## src/rtl/ras_pkg.sv

```systemverilog
// Shared decode constants, RAS operation type and link-register helper for the
// return-address-stack control stage.
package ras_pkg;

   localparam logic [6:0] OP_JAL    = 7'b1101111;
   localparam logic [6:0] OP_JALR   = 7'b1100111;
   localparam logic [6:0] OP_BRANCH = 7'b1100011;

   localparam logic [1:0] RVC_Q1 = 2'b01;
   localparam logic [1:0] RVC_Q2 = 2'b10;

   localparam logic [2:0] C_F3_JAL  = 3'b001;
   localparam logic [2:0] C_F3_BEQZ = 3'b110;
   localparam logic [2:0] C_F3_BNEZ = 3'b111;
   localparam logic [3:0] C_F4_JR   = 4'b1000;
   localparam logic [3:0] C_F4_JALR = 4'b1001;

   typedef enum logic [1:0] {RAS_NONE, RAS_PUSH, RAS_POP, RAS_POPPUSH} ras_op_t;

   function automatic logic is_link(input logic [4:0] r);
      return (r == 5'd1) || (r == 5'd5);
   endfunction

endpackage

```

## src/rtl/ras_hint_decode.sv

```systemverilog
// Combinational RV32I/C link-hint decoder: classifies an instruction as a RAS
// push/pop/pop+push, a conditional branch, and whether it is compressed.
module ras_hint_decode
   import ras_pkg::*;
#(
   parameter bit RVC = 1'b1
) (
   input  logic [31:0] instr,
   output ras_op_t     op,
   output logic        is_cond_branch,
   output logic        compressed
);

   logic [4:0] rd;
   logic [4:0] rs1;
   logic [4:0] c_rs2;
   logic       unused_hi;

   assign unused_hi = ^instr[31:20];

   always_comb begin
      rd             = instr[11:7];
      rs1            = instr[19:15];
      c_rs2          = instr[6:2];
      compressed     = (instr[1:0] != 2'b11);
      op             = RAS_NONE;
      is_cond_branch = 1'b0;

      if (!compressed) begin
         case (instr[6:0])
            OP_JAL: begin
               if (is_link(rd)) op = RAS_PUSH;
            end
            OP_JALR: begin
               if (is_link(rd) && is_link(rs1)) begin
                  op = (rd != rs1) ? RAS_POPPUSH : RAS_PUSH;
               end else if (is_link(rd)) begin
                  op = RAS_PUSH;
               end else if (is_link(rs1)) begin
                  op = RAS_POP;
               end
            end
            OP_BRANCH: is_cond_branch = 1'b1;
            default: ;
         endcase
      end else if (RVC) begin
         // In compressed forms rd/rs1 share bits [11:7]
         if (instr[1:0] == RVC_Q1) begin
            if (instr[15:13] == C_F3_JAL) op = RAS_PUSH;
            if ((instr[15:13] == C_F3_BEQZ) || (instr[15:13] == C_F3_BNEZ)) begin
               is_cond_branch = 1'b1;
            end
         end else if ((instr[1:0] == RVC_Q2) && (c_rs2 == 5'd0) && (rd != 5'd0)) begin
            if ((instr[15:12] == C_F4_JR) && is_link(rd)) begin
               op = RAS_POP;
            end else if (instr[15:12] == C_F4_JALR) begin
               op = (rd == 5'd5) ? RAS_POPPUSH : RAS_PUSH;
            end
         end
      end
   end

endmodule

```

## src/rtl/ras_ctrl.sv

```systemverilog
// Return-address-stack control stage: drives stack push/pop/speculation strobes,
// bounds outstanding branches, enforces close timing and forms return predictions.
module ras_ctrl
   import ras_pkg::*;
#(
   parameter int unsigned WIDTH        = 32,
   parameter int unsigned MAX_BRANCHES = 128,
   parameter bit          RVC          = 1'b1,
   localparam int unsigned CNT_W       = $clog2(MAX_BRANCHES + 1)
) (
   input  logic             clk,
   input  logic             reset_n,
   input  logic             dec_valid,
   output logic             dec_ready,
   input  logic [WIDTH-1:0] dec_pc,
   input  logic [31:0]      dec_instr,
   input  logic             res_valid,
   input  logic             res_mispredict,
   output logic             res_ready,
   output logic             ras_push,
   output logic             ras_pop,
   output logic [WIDTH-1:0] ras_din,
   output logic             ras_branch,
   output logic             ras_close_valid,
   output logic             ras_close_invalid,
   input  logic [WIDTH-1:0] ras_dout,
   input  logic             ras_empty,
   output logic             pred_valid,
   output logic [WIDTH-1:0] pred_target,
   output logic             pred_hit,
   output logic [CNT_W-1:0] outstanding
);

   localparam logic [CNT_W-1:0] CntMax = CNT_W'(MAX_BRANCHES);
   localparam logic [CNT_W-1:0] CntOne = CNT_W'(1);

   ras_op_t          op;
   logic             is_cond_branch;
   logic             compressed;

   logic [CNT_W-1:0] count_q, count_d;
   logic             cooldown_q, cooldown_d;
   logic             pend_q, pend_d;
   logic             hit_q, hit_d;

   logic             res_acc;
   logic             flush;
   logic             good_res;
   logic             dec_acc;
   logic             push_acc;
   logic             pop_acc;
   logic             br_acc;

   ras_hint_decode #(
      .RVC (RVC)
   ) u_decode (
      .instr          (dec_instr),
      .op             (op),
      .is_cond_branch (is_cond_branch),
      .compressed     (compressed)
   );

   always_comb begin
      res_ready = !cooldown_q;
      // A resolution with nothing outstanding is dropped without any pulse
      res_acc   = reset_n && res_valid && res_ready && (count_q != '0);
      flush     = res_acc && res_mispredict;
      good_res  = res_acc && !res_mispredict;

      dec_ready = !flush && !(is_cond_branch && (count_q == CntMax));
      dec_acc   = reset_n && dec_valid && dec_ready;
      push_acc  = dec_acc && ((op == RAS_PUSH) || (op == RAS_POPPUSH));
      pop_acc   = dec_acc && ((op == RAS_POP) || (op == RAS_POPPUSH));
      br_acc    = dec_acc && is_cond_branch;

      ras_push          = push_acc;
      ras_pop           = pop_acc;
      ras_branch        = br_acc;
      ras_din           = push_acc ? (dec_pc + (compressed ? WIDTH'(2) : WIDTH'(4))) : '0;
      ras_close_valid   = good_res;
      ras_close_invalid = flush;

      count_d = count_q;
      if (flush) begin
         count_d = '0;
      end else if (good_res && !br_acc) begin
         count_d = count_q - CntOne;
      end else if (br_acc && !good_res) begin
         count_d = count_q + CntOne;
      end

      cooldown_d = good_res;
      pend_d     = pop_acc;
      hit_d      = pop_acc ? !ras_empty : hit_q;

      // Stack read data lands one cycle after the pop; a flush kills it
      pred_valid  = pend_q && !flush;
      pred_target = pred_valid ? ras_dout : '0;
      pred_hit    = pred_valid && hit_q;
      outstanding = count_q;
   end

   always_ff @(posedge clk or negedge reset_n) begin
      if (!reset_n) begin
         count_q    <= '0;
         cooldown_q <= 1'b0;
         pend_q     <= 1'b0;
         hit_q      <= 1'b0;
      end else begin
         count_q    <= count_d;
         cooldown_q <= cooldown_d;
         pend_q     <= pend_d;
         hit_q      <= hit_d;
      end
   end

   res_no_branch_a : assert property (@(posedge clk) disable iff (!reset_n)
      !(res_valid && res_ready && (count_q == '0)));

endmodule
```

## config.mk

```make
export PLATFORM = sky130hd
export DESIGN_NAME = ras_ctrl
export DESIGN_NICKNAME = d
export VERILOG_FILES = /design/src/rtl/ras_pkg.sv /design/src/rtl/ras_hint_decode.sv /design/src/rtl/ras_ctrl.sv
export SDC_FILE = /design/constraint.sdc
export NUM_CORES = 1
export LEC_CHECK = 0
export BUFFER_PORTS_ARGS = -buffer_cell sky130_fd_sc_hd__buf_2
export CORE_UTILIZATION = 35
export CTS_CLUSTER_DIAMETER = 80
export CTS_CLUSTER_SIZE = 20
export DETAILED_ROUTE_END_ITERATION = 8
export GPL_ROUTABILITY_DRIVEN = 0
export PLACE_DENSITY = 0.83
export SLEW_MARGIN = 5
export SYNTH_ARGS = -nofsm -noshare
export SYNTH_HDL_FRONTEND = slang
export SYNTH_SLANG_ARGS = --single-unit
```

## constraint.sdc

```tcl
create_clock -name clk -period 3.15 [get_ports clk]
set_clock_uncertainty 0.05 [all_clocks]
set_input_delay 0.1575 -clock clk [delete_from_list [all_inputs] [get_ports clk]]
set_output_delay 0.1575 -clock clk [all_outputs]
set_load 0.005 [all_outputs]
```

==> results.py <==
metrics = {
    "outcome": {
        "outcome": "complete, but fails checks",
        "violations": "setup timing",
    },
    "sta": {
        "period_share_pct": 103,
        "setup_ws_ps": -87.6,
        "setup_tns_ps": -87.6,
        "tightest_slew_ps": 634,
        "slew_headroom_pct": 57.1,
        "holdWs_ps": 65.7,
        "hold_viol": 0,
        "max_freq_mhz": 309,
        "finalSetupViolCount": 1,
        "report.final.slew_viol_count": 0,
        "rsz0062_at_grt": "yes",
        "min_period_ps": 3240,
    },
    "global_routing": {
        "antenna_found_initial": 0,
        "grt.overflow.total": 0,
        "grt_max_degree": 35,
        "grt_pass1_vias": 2608,
        "track_usage_pct": 22.8,
        "grt_pass1_wl_um": 11300,
    },
    "cells_and_area": {
        "layout.nets": 589,
        "area_delta_synth_final_pct": 65.6,
        "n_antenna_cell": 0,
        "utilization_pct": 60.4,
        "layoutNonFillerInstCount": 548,
        "nFillCells": 492,
        "final_cell_area_um2": 3320,
        "layout-drive-gt1-share_pct": 49.6,
    },
    "yosys": {
        "synth_commonest_cells": "nor2_1, and2_1, xor2_1, nand2_1, nand3_1",
        "ys_seq_elements": 11,
        "synth_cell_types": 47,
        "synth_edf_count": 0,
        "synth.area.top_cells": "dfrtp_1, xor2_1, and2_1",
        "syn-cell-area_um2": 2010,
        "dominantRegCellSynth": "dfrtp_1",
        "synth_async_sr_flop_share_pct": 100,
        "syn_nets": 382,
        "syn_inst": 270,
        "synth.most_common_cell": "nor2_1",
        "synth_warnings": 0,
        "ys_seq_area_share_pct": 13.7,
        "syn_avg_cell_area_um2": 7.43,
        "synth_top_area_share_pct": 13.7,
        "synth_largest_area_cell": "dfrtp_1",
    },
    "floorplan": {
        "top_level_ports": 183,
        "die-area_um2": 6040,
        "die_w_um": 77.7,
        "coreArea_um2": 5510,
        "row_count": 27,
        "die_h_um": 77.7,
        "start_util_pct": 36.4,
    },
    "pwr": {
        "p_per_area_nw_per_um2": 368,
        "p_leak_nw": 1.88,
        "power_mw": 1.22,
        "vdd_drop_max_v": 0.000253,
    },
    "setup_path": {
        "endpoint_kind": "flop",
        "cp-start-kind": "flop",
        "path_class": "flop to flop",
        "arrival_ps": 3300,
        "path_max_fanout": 6,
        "cp.required_ps": 3210,
    },
    "cts": {
        "cts.sinks": 11,
        "cts.path.max_buffers": 2,
        "cts_made_buffers": 3,
        "cts_tree": "yes",
        "cts_root_buf": "clkbuf_8",
        "clkLatencyLatePin_ps": 240,
        "clk_pin_slew_worst_paths_ps": 50,
        "htree_levels": 1,
    },
    "route": {
        "num_vias": 2780,
        "post_drt_wl_per_cell_um": 13.0,
        "drtIter0Drc": 64,
        "vias_per_cell": 5.07,
        "drtPass1Iterations": 4,
        "routed_wl_um": 7130,
        "drtAntennaViolNets": 0,
        "drc": 0,
    },
    "placement": {
        "preCtsSetupSlack_ps": -254,
        "dpl.hpwl_um": 5870,
        "portBuffers": 170,
        "postPlaceCellArea_um2": 3140,
        "dp_cells": 536,
    },
    "min_path": {
        "hold_class": "input pin to flop",
    },
    "job": {
        "maxCapViolations": 0,
    },
}
timing repair:
item	4_1_cts	5_1_grt
buffers inserted	4	3
resized for setup	6	4
endpoints found under the hold margin	11	0
setup endpoints to repair	1	1
hold buffers	1	0
pin swaps	6	4
worst max-delay path, cell delays in order (launching register included):
cell      delay, ps
dfrtp_1         400
nor4_4          330
and2_4          220
nand2_2          70
o21ai_2          70
and2_4          230
ha_4            220
a21oi_4         120
o211ai_1        180
o41ai_4         400
buf_4           170
nor2_1           40
mux2i_1         110
or4_1           470
cells by family after synthesis:
kind of cell	after synthesis	share of synthesized area (%)
adder cells (fa/ha/maj)	10	6.98
multiplexers	7	4.55
flip-flops	11	13.7
AO/OA/AOI/OAI	26	10.4
AND/OR/NAND/NOR	163	44.5
buffers and inverters	18	4.55
XOR/XNOR	35	15.3
worst paths after layout:
| check | cells after the start | slack [ps] | start | end |
|---|---|---|---|---|
| setup / recovery | 13 | -90 | outstanding[6] | outstanding[7] |
| hold / removal | 2 | 70 | ras_empty | hit_q |
| hold reg to reg | 2 | 490 | hit_q | hit_q |
| setup reg to reg | 13 | -90 | outstanding[6] | outstanding[7] |
| min in group asynchronous | 2 | 220 | reset_n | cooldown_q |
| max in group asynchronous | 3 | 2520 | reset_n | outstanding[3] |
per-layer routing:
metal,GRT usage (%),part of all wire (%)
met1,23.0,36
met4,8.11,2.6
met2,45.8,54
met3,4.00,7.3
met5,0,0
where the power goes:
group,switching (mW),internal (mW)
sequential,0.0402,0.188
combinational,0.392,0.461
clock,0.0568,0.0872
placed cells by master, fill, tap and decap left out, drive strengths merged, types with 5 or more instances in the layout:
cell / n
buf: 208
nor2: 46
and2: 37
xor2: 26
nand2: 21
nand3: 15
inv: 11
dfrtp: 11
and3: 10
xnor2: 9
ha: 8
a21oi: 7
nand4: 6
o21ai: 6
nor3: 5
mux2: 5
sequential cells by signal, summed over array words and instances, names as in the netlist:
register and flops:
outstanding 8, pend_q 1, cooldown_q 1, hit_q 1
final cells by class:
class                      count  area [um2]  share of cell area, %
multi-input combinational    241        1730                   51.9
sequential                    11         275                   8.28
timing repair buffer         209        1150                   34.5
clock inverter                 1        5.00                  0.151
inverter                      11        41.3                   1.24
tap                           72        90.1                   2.71
clock buffer                   3        41.3                   1.24
Power figures use the tool's default switching activity.
